===== config.mk =====
export PLATFORM = sky130hd
export DESIGN_NAME = instr_fetch
export DESIGN_NICKNAME = d
export VERILOG_FILES = /design/src/rtl/instr_fetch.sv
export SDC_FILE = /design/constraint.sdc
export NUM_CORES = 1
export LEC_CHECK = 0
export ABC_AREA = 0
export ABC_CLOCK_PERIOD_IN_PS = 9700
export CORE_ASPECT_RATIO = 1.25
export CORE_MARGIN = 1.5
export CORE_UTILIZATION = 39
export CTS_BUF_LIST = sky130_fd_sc_hd__clkbuf_4 sky130_fd_sc_hd__clkbuf_8
export DETAILED_ROUTE_END_ITERATION = 8
export PLACE_DENSITY = 0.78
export SYNTH_ARGS = -nofsm -noshare
export SYNTH_HDL_FRONTEND = slang
export SYNTH_SLANG_ARGS = --single-unit

===== constraint.sdc =====
create_clock -name clk -period 9.7 [get_ports clk]
set_input_delay 0.97 -clock clk [delete_from_list [all_inputs] [get_ports clk]]
set_output_delay 0.97 -clock clk [all_outputs]
set_load 0.03 [all_outputs]

===== src/rtl/instr_fetch.sv =====
// Instruction fetch unit: owns the PC, fetches words over req/ack, and hands them
// to decode over valid/ready; next PC is resolved from branch/jump on retire.
module instr_fetch #(
    parameter logic [31:0] RESET_PC = 32'h0000_0000,
    parameter int          MAX_WAIT = 16
) (
    input  logic        clk,
    input  logic        nrst,
    output logic        imem_req,
    output logic [31:0] imem_addr,
    input  logic        imem_ack,
    input  logic [31:0] imem_rdata,
    output logic [31:0] instr,
    output logic [5:0]  opcode,
    output logic        instr_valid,
    input  logic        instr_ready,
    output logic [31:0] pc,
    output logic [31:0] pc_plus4,
    input  logic        branch_taken,
    input  logic [31:0] branch_offset,
    input  logic        jump,
    input  logic [25:0] jump_target,
    input  logic        stall,
    output logic        fetch_err,
    output logic [1:0]  dbg_state
);

    // Handshakes: imem beat completes in any FETCH cycle with imem_ack=1 (rdata
    // sampled the same cycle); decode beat completes when instr_valid & instr_ready.
    typedef enum logic [1:0] {
        S_IDLE  = 2'd0,
        S_FETCH = 2'd1,
        S_VALID = 2'd2,
        S_ERROR = 2'd3
    } state_t;

    localparam int CW = 8;
    localparam logic [CW-1:0] WAIT_LIMIT = CW'(MAX_WAIT - 1);

    state_t        r_state;
    state_t        w_next_state;
    logic [31:0]   r_pc;
    logic [31:0]   r_instr;
    logic [CW-1:0] r_wait_cnt;
    logic [31:0]   w_pc_plus4;
    logic [31:0]   w_next_pc;
    logic          w_retire;
    logic          w_ack;

    assign w_pc_plus4 = r_pc + 32'd4;
    assign w_retire   = (r_state == S_VALID) && instr_ready;
    assign w_ack      = (r_state == S_FETCH) && imem_ack;

    // Jump wins over branch; there is no delay slot.
    always_comb begin
        w_next_pc = w_pc_plus4;
        if (jump) begin
            w_next_pc = {w_pc_plus4[31:28], jump_target, 2'b00};
        end else if (branch_taken) begin
            w_next_pc = w_pc_plus4 + {branch_offset[29:0], 2'b00};
        end
    end

    always_ff @(posedge clk or negedge nrst) begin
        if (!nrst) begin
            r_state    <= S_IDLE;
            r_pc       <= RESET_PC;
            r_instr    <= 32'd0;
            r_wait_cnt <= '0;
        end else begin
            r_state <= w_next_state;
            if (w_ack) begin
                r_instr    <= imem_rdata;
                r_wait_cnt <= '0;
            end else if (r_state == S_FETCH) begin
                r_wait_cnt <= r_wait_cnt + 1'b1;
            end
            if (w_retire) begin
                r_pc <= w_next_pc;
            end
        end
    end

    always_comb begin
        w_next_state = r_state;
        case (r_state)
            S_IDLE:  if (!stall) w_next_state = S_FETCH;
            S_FETCH: begin
                if (imem_ack) begin
                    w_next_state = S_VALID;
                end else if (r_wait_cnt == WAIT_LIMIT) begin
                    w_next_state = S_ERROR;
                end
            end
            S_VALID: if (instr_ready) w_next_state = stall ? S_IDLE : S_FETCH;
            S_ERROR: w_next_state = S_ERROR;
            default: w_next_state = S_IDLE;
        endcase
    end

    always_comb begin
        imem_req    = (r_state == S_FETCH);
        instr_valid = (r_state == S_VALID);
        fetch_err   = (r_state == S_ERROR);
    end

    assign imem_addr = r_pc;
    assign pc        = r_pc;
    assign pc_plus4  = w_pc_plus4;
    assign instr     = r_instr;
    assign opcode    = r_instr[31:26];
    assign dbg_state = r_state;

endmodule


== After elaboration in Yosys (flattened, before gate mapping) ==
Cells that the tools add are included.

* Add/sub/neg operators: 3
* $mul: 0
* Div/mod/pow operators: 0
* Order comparisons: 0
* Eq/ne operators: 7
* Shifts and indexed selects: 0
* Multiplexer cells: 10
* Bitwise gates (word level): 0
* Reductions and logical operators: 5

{| class="wikitable"
|+ Operators by type and width
! cell !! count
|-
| two-way mux 32 bit || 2
|-
| adder 32 x 3 -> 32 bit (second input constant) || 1
|-
| adder 32 bit || 1
|-
| two-way mux 8 bit || 2
|-
| adder 8 x 1 -> 8 bit (second input constant) || 1
|-
| == test 8 x 4 -> 1 bit (second input constant) || 1
|-
| two-way mux 2 bit || 4
|-
| one-hot mux 2 bit (4 select lines) || 1
|-
| == test 2 bit (second input constant) || 2
|-
| != test 3 x 1 -> 1 bit (second input constant) || 1
|-
| AND reduction 3 bit || 1
|-
| == test 2 x 1 -> 1 bit (second input constant) || 1
|-
| logical AND 1 bit || 2
|-
| logical NOT 2 bit || 1
|-
| != test 2 x 1 -> 1 bit (second input constant) || 1
|-
| != test 2 bit (second input constant) || 1
|-
| nonzero test 2 bit || 1
|-
| two-way mux 1 bit || 1
|}

* Flip-flop bits (word level): 74
* Bits in latches: 0
* Bits in writable memories: 0
* Memory bits (read-only): 0
* Input port bits: 97
* Memories kept: 0

== Longest topological paths before layout ==
Gate-level depths: netlist (run 1).

* Depth after elaboration: 4
* Mapped depth: 17
* Depth with buffers taken out: 16

== Worst setup path before layout (run 1) ==
No wires, ideal clock.

* Path kind: flip-flop to flip-flop
* From: register r_pc[2] (netlist: imem_addr[2])
* To: register r_pc[31] (netlist: imem_addr[31])
* Arrival time: 4339 ps
* Required time: 9569 ps
* Path slack: 5230 ps
* Stages on the path, launching flop included: 17
* Buffers on the path: 1
* Period minus slack after synthesis: 4470 ps
* Cell sequence: dfrtp_1 > ha_1 > nand4_1 > or3_1 > buf_6 > nor3_2 > xor2_1 > ha_1 > a21o_1 > a21o_1 > a2111oi_4 > o21ai_1 > o31ai_2 > mux2i_1 > a21oi_1 > mux2i_1 > nand4_1

* Longest elaborated chain between the ends: 4

{| class="wikitable"
|+ Ends and longest elaborated chain
! item !! line !! text
|-
| start: declaration || 42 || <nowiki>logic [31:0] r_pc;</nowiki>
|-
| start signal: assignment || 79 || <nowiki>r_pc <= w_next_pc;</nowiki>
|-
| adder 32 x 3 -> 32 bit || 50 || <nowiki>assign w_pc_plus4 = r_pc + 32'd4;</nowiki>
|-
| net pc_plus4[22] || 18 || <nowiki>output logic [31:0] pc_plus4,</nowiki>
|-
| adder 32 bit || 60 || <nowiki>w_next_pc = w_pc_plus4 + {branch_offset[29:0], 2'b00};</nowiki>
|-
| two-way mux 32 bit || 59 || <nowiki>end else if (branch_taken) begin</nowiki>
|-
| two-way mux 32 bit || 57 || <nowiki>if (jump) begin</nowiki>
|}

The timed path passes the listed nets, and every way through them passes these cells.
A chain may end at the register's enable or synchronous reset.

== Worst setup path in the final report (run 1) ==
* From: register r_pc[2] (netlist: imem_addr[2])
* To: register r_pc[31] (netlist: imem_addr[31])

* Longest elaborated chain between the ends: 4

{| class="wikitable"
|+ Ends and longest elaborated chain
! item !! line
|-
| adder 32 x 3 -> 32 bit * || 50
|-
| adder 32 bit || 60
|-
| two-way mux 32 bit || 59
|-
| two-way mux 32 bit * || 57
|}

Every way passes the cells marked *; elsewhere a longest branch is shown, timed or not.

==> flow_summary.toml, run 1 <==
[outcome]
status = "completed"

[sta]
worst_pin_slew_ns = 0.994
slew_headroom = 0.338
fin_tns_setup_ns = 0
hold_viol = 0
fmax_ghz = 0.219
drv_slew = 0
grt_setup_unrepaired = "false"
period_share = 0.471
finalSetupViolCount = 0
finClkSkew_ns = 0.0138
final.min_clock_period_ns = 4.57

[clocking]
clock-sinks = 72
root_buffer = "clkbuf_8"
postCtsSetupRepairBufs = 0
ctsResizeCount = 0
h-tree-depth = 3
insertion_delay_ns = 0.35
postCtsHoldBufs = 0
clkTransAtPathRegs_ns = 0.09
cts_buffers = 9
cts_buffer_depth = 2
cts_tree = "done"

[placement]
place.gp.congestion = 0.898
detailed_place_hpwl_um = 13700
portBuffers = 227

[setup_path]
critPathMaxStageDelay_ns = 0.60
cp-start-kind = "flip-flop"
path_class = "flip-flop to flip-flop"
cpMaxStageDelayCell = "or3_1"
cp_data_required_time_ns = 9.92
path_buf_inv = 0
path_cells = "ha_1, nand4_1, or3_1, nor3_2, xor2_1, ha_1, a21o_1, a21o_1, a2111oi_4, o21ai_1, o31ai_2, mux2i_1, a21oi_1, mux2i_1, nand4_1"
crit_start = "imem_addr[2]$_DFFE_PN0P_"
timing.rr.start = "imem_addr[2]$_DFFE_PN0P_"
end_kind = "flip-flop"
path_max_fanout = 8
cp_data_arrival_time_ns = 4.79
path_delay_family = "compound AO/OA/AOI/OAI gates"

[floorplanning]
start_util = 0.398
row_count = 50
die_x_um = 114
die-area_um2 = 16100
core_area_um2 = 15000
io_pins = 236
die_h_um = 141

[detailed_routing]
wire_per_inst_um = 17.4
first_iter_violations = 330
dr_wl_met3_um = 739
wl_met1_um = 8040
drc = 0
first_pass_iters = 4
routed.top_layer = "met4"
route.met2.wl_um = 9150
postRouteAntennaNets = 0
vias = 5711
routed_wl_um = 18300
via_per_inst = 5.42

[yosys]
ys_warn_count = 0
syn_area_um2 = 5980
synth_enable_flop_cells = 0
async_reset_ff_frac = 1.00
ys_seq_area_frac = 0.301
synth-main-ff-cell = "dfrtp_1"
syn_area_per_cell_um2 = 8.69
ys_ff_latch = 72
synth_cell_types = 65
synthCells = 688

[global_route]
grt_pass1_vias = 5376
grt_start_max_net_pins = 73
grt_pass1_wl_um = 28200
grt.overflow.total = 0
antenna_found_initial = 0
track_usage = 0.222

[run]
cap_violations = 0

[finish]
area_delta_synth_final_pct = 38.9
final_nets = 1001
diodes = 0
fin_util = 0.553
drive_gt1_frac = 0.0838

[power]
power.leakage_nw = 3.49
p_per_area_nw_per_um2 = 356
irDropWorstVdd_mv = 0.164

[worst_hold_path]
hold_start = "instr[23]$_DFFE_PN0P_"
hp-class = "flip-flop to flip-flop"
-- per-stage QoR --
stage	instances	hold slack, ns	worst slack, ns	power, mW	area [µm²]
4_1_cts	1053	0.513	5.13	2.97	8310
2_1_floorplan	693	0.466	5.23	2.02	6000
3_3_place_gp	1037	0.483	5.25	2.68	8110
3_5_place_dp	1037	0.493	5.23	2.70	8110
5_1_grt	1053	0.520	4.78	3.15	8310
6_report	1053	0.510	5.13	2.96	8310
-- path summary, 6_finish.rpt --
path                       depth (start not counted)                        end  slack (ns)
setup / recovery                                  15  imem_addr[31]$_DFFE_PN0P_        5.13
hold reg to reg                                    1      instr[23]$_DFFE_PN0P_        0.51
min in group asynchronous                          1      instr[31]$_DFFE_PN0P_        0.76
max in group asynchronous                          1  imem_addr[11]$_DFFE_PN0P_        8.29
hold / removal                                     1      instr[23]$_DFFE_PN0P_        0.51
setup reg to reg                                  15  imem_addr[31]$_DFFE_PN0P_        5.13
-- worst register-to-register path, stage by stage (launching register included) --
cell and delay, ns:
dfrtp_1 0.44, ha_1 0.31, nand4_1 0.21, or3_1 0.60
nor3_2 0.29, xor2_1 0.28, ha_1 0.37, a21o_1 0.19
a21o_1 0.22, a2111oi_4 0.38, o21ai_1 0.13, o31ai_2 0.33
mux2i_1 0.32, a21oi_1 0.12, mux2i_1 0.17, nand4_1 0.11
-- logic make-up (layout without fill, tap and decap cells) --
kind of cell    count (synthesis)  after routing  synth area share
compound gates                189            189             0.208
xor+xnor                       51             51            0.0747
fa+ha+maj                      38             38            0.0808
buf+inv                        85            263            0.0824
flops                          72             72             0.301
mux                            41             41            0.0755
other cells                     1              6          0.000627
simple gates                  211            211             0.176
-- cells in the final DEF, fill, tap and decap left out, drive strengths merged, types with 7 or more instances in the layout --
master           n
clkdlybuf4s50  226
o21ai           50
inv             15
mux2i            8
a211oi           9
ha              37
nor2            47
nand4           13
nor3            12
xnor2           31
dfrtp           72
o22ai            9
and3             8
clkbuf          10
nand3           24
mux2            33
nand2           65
a21o            23
buf              7
xor2            20
a21oi           59
-- cells in the mapped netlist, types with 12 or more instances --
library cell	instances	share of area
mux2_2	33	0.062
xor2_1	20	0.029
o21ai_0	44	0.037
a21o_1	23	0.029
nand4_1	12	0.013
ha_1	37	0.077
nor2_1	47	0.029
nand2_1	65	0.041
buf_4	42	0.053
a21oi_1	59	0.049
clkbuf_1	19	0.012
dfrtp_1	72	0.30
nand3_1	24	0.020
inv_1	14	0.0088
xnor2_1	31	0.045
-- layer usage --
metal,up-vias,GRT usage
li1,2803,-
met1,2700,0.291
met2,182,0.380
met3,26,0.0295
met4,0,0.0691
met5,-,0
-- final cells by class --
cell class | count | area (µm²)
well taps | 182 | 228
clock inverters | 6 | 67.6
flip-flops and latches | 72 | 1800
clock buffers | 10 | 131
repair buffers | 233 | 2310
fillers | 1387 | 6710
inverters | 14 | 52.6
multi-input cells | 536 | 3710
-- sequential cells by signal, summed over array words and instances (netlist names) --
register    flops
instr          32
r_wait_cnt      8
imem_addr      30
dbg_state       2
-- power by group --
group          switching [mW]  leakage (nW)  internal, mW
combinational            1.20          2.53         0.894
sequential              0.169         0.856         0.438
clock                   0.133        0.0963         0.123
total                    1.50          3.49          1.46
No activity file was read; power rests on OpenSTA's default activity.
==> run 2: changes to the inputs <==
--- a/config.mk
+++ b/config.mk
@@ -6,13 +6,13 @@
 export NUM_CORES = 1
 export LEC_CHECK = 0
 export ABC_AREA = 0
-export ABC_CLOCK_PERIOD_IN_PS = 9700
+export ABC_CLOCK_PERIOD_IN_PS = 4030
 export CORE_ASPECT_RATIO = 1.25
 export CORE_MARGIN = 1.5
 export CORE_UTILIZATION = 39
 export CTS_BUF_LIST = sky130_fd_sc_hd__clkbuf_4 sky130_fd_sc_hd__clkbuf_8
 export DETAILED_ROUTE_END_ITERATION = 8
-export PLACE_DENSITY = 0.78
+export PLACE_DENSITY = 0.81
 export SYNTH_ARGS = -nofsm -noshare
 export SYNTH_HDL_FRONTEND = slang
 export SYNTH_SLANG_ARGS = --single-unit
==> constraint.sdc (replaced) <==
create_clock -name clk -period 4.03 [get_ports clk]
set_input_delay 0.403 -clock clk [delete_from_list [all_inputs] [get_ports clk]]
set_output_delay 0.403 -clock clk [all_outputs]
set_load 0.03 [all_outputs]
==> run 2 against run 1 <==
Effect of this change:
- final cell count grew 4.7%
- global-route usage rose by 1.2 points
- setup slack worse by 4.9 ns
- hold slack got worse by 0.32 ns
- clock power up 130%
- sequential cell count is the same
- routed wire length increased by 4.3%
- sequential share of layout area down 1.4 points
- die area stayed put
- via count increased by 6.3%
==> flow_summary.toml, run 2 (same netlist as run 1, synthesis figures left out) <==
[outcome]
status = "completed"

[finish]
final_cell_mix = "clkdlybuf4s50_1, dfrtp_1, nand2_1"
multiInputGateArea_um2 = 3950
diodes = 0
area_delta_synth_final_pct = 49.0
final_nets = 1050
register_area_um2 = 1810
largest_reg_flops = 32
final_cell_count_no_fill = 1102
final_common_cell = "clkdlybuf4s50_1"
n_fill_cell = 1311
drive_gt1_frac = 0.172

[detailed_routing]
postRouteAntennaNets = 0
drc = 0
wire_per_inst_um = 17.3
first_pass_iters = 5
routed_wl_um = 19100
via_per_inst = 5.51
first_iter_violations = 285
vias = 6068

[worst_hold_path]
hp-class = "primary input to asynchronous set/reset pin"

[sta]
fin_tns_setup_ns = 0
finClkSkew_ns = 0.0206
drv_slew = 0
final.min_clock_period_ns = 3.83
finalSetupViolCount = 0
period_share = 0.950
worst_pin_slew_ns = 0.977
hold_viol = 0
slew_headroom = 0.349
fmax_ghz = 0.261

[clocking]
h-tree-depth = 3
cts_tree = "done"
cts_buffers = 9
insertion_delay_ns = 0.38
cts_buffer_depth = 2
root_buffer = "clkbuf_8"
clkTransAtPathRegs_ns = 0.09
postCtsHoldBufs = 0
clock-sinks = 72

[setup_path]
end_kind = "flip-flop"
cp-start-kind = "flip-flop"
cp_data_required_time_ns = 4.27
path_max_fanout = 7
critPathMaxStageDelay_ns = 0.47
path_cells = "ha_2, nand4_1, or3_4, buf_4, nor2_4, nand3_2, xnor2_4, ha_2, and3_1, nand2_1, a2111oi_4, o31ai_4, mux2i_2, a21oi_2, mux2i_1, nand4_1"
cpMaxStageDelayCell = "or3_4"
cp_data_arrival_time_ns = 4.07
path_class = "flip-flop to flip-flop"

[floorplanning]
die_h_um = 141
start_util = 0.398
die-area_um2 = 16100
row_count = 50
io_pins = 236
die_x_um = 114
core_area_um2 = 15000

[global_route]
grt_start_max_net_pins = 73
antenna_found_initial = 0
grt_pass1_vias = 6025
track_usage = 0.234
grt_pass1_wl_um = 29600
grt.overflow.total = 0

[placement]
portBuffers = 227
place.gp.congestion = 0.928
dp.cells = 1069
detailed_place_hpwl_um = 14400

[power]
power.leakage_nw = 3.79
p_per_area_nw_per_um2 = 844
irDropWorstVdd_mv = 0.496

[run]
cap_violations = 0
[run 2: cell types whose count changed in the layout (fill, tap and decap cells not counted), moves of 5 or more]
cell | previous run | this run
xor2_1 | 20 | 15
xnor2_1 | 31 | 23
buf_4 | 7 | 56
xnor2_2 | 0 | 6
ha_1 | 37 | 31
[run 2: power by group]
group	internal, mW	switching [mW]
Sequential	1.06	0.349
Clock	0.237	0.344
Combinational	2.44	3.09
Total	3.74	3.78
[run 2: final timing paths]
check                                         start                         to  slack [ns]  cells after the start
min                                            nrst      instr[20]$_DFFE_PN0P_        0.19                      1
min reg2reg                   instr[13]$_DFFE_PN0P_      instr[13]$_DFFE_PN0P_        0.51                      1
max                        imem_addr[2]$_DFFE_PN0P_  imem_addr[31]$_DFFE_PN0P_        0.20                     16
min in group clk              instr[13]$_DFFE_PN0P_      instr[13]$_DFFE_PN0P_        0.51                      1
max reg2reg                imem_addr[2]$_DFFE_PN0P_  imem_addr[31]$_DFFE_PN0P_        0.20                     16
max in group asynchronous                      nrst   imem_addr[2]$_DFFE_PN0P_        3.18                      1
[run 2: area by class of cell]
cell class,instances,share of cell area
sequential,72,0.203
timing repair buffer,282,0.301
clock inverter,7,0.00702
multi-input combinational,536,0.444
inverter,14,0.00590
tap,182,0.0256
clock buffer,9,0.0139
[run 2: layer usage]
layer / track usage / wire, µm / vias to the layer above
met1: 0.268 / 7570 / 2892
li1: - / - / 2889
met5: 0 / 0 / -
met2: 0.417 / 9640 / 243
met4: 0.104 / 583 / 0
met3: 0.0478 / 1320 / 44
[run 2: what timing repair did]
item | in CTS | in global routing
hold endpoints to repair | 0 | 0
setup endpoints to repair | 0 | 4
resized for setup | 0 | 18
buffers inserted | 0 | 17
[run 2: worst max-delay path: cells and delay by family (launching register included)]
| family | cells | cell delay, ns |
|---|---|---|
| buffers and inverters | 1 | 0.17 |
| adders and majority gates | 2 | 0.58 |
| AOI/OAI and AO/OA | 3 | 0.72 |
| and+or+nand+nor | 7 | 1.29 |
| xor gates and xnor gates | 1 | 0.19 |
| muxes | 2 | 0.39 |
| DFF | 1 | 0.37 |
[run 2: metrics by stage]
step                area [µm²]  hold WS (ns)  power, mW   util  worst slack (ns)
floorplan                 6170         0.107       4.95      -          -0.00108
global placement          8520         0.478       6.73  0.567            0.0745
detailed placement        8520         0.494       6.80  0.567            0.0540
CTS                       8700         0.204       7.42  0.580            0.0243
global route              8910         0.258       7.98  0.593           -0.0308
finish                    8910         0.185       7.52  0.593             0.201
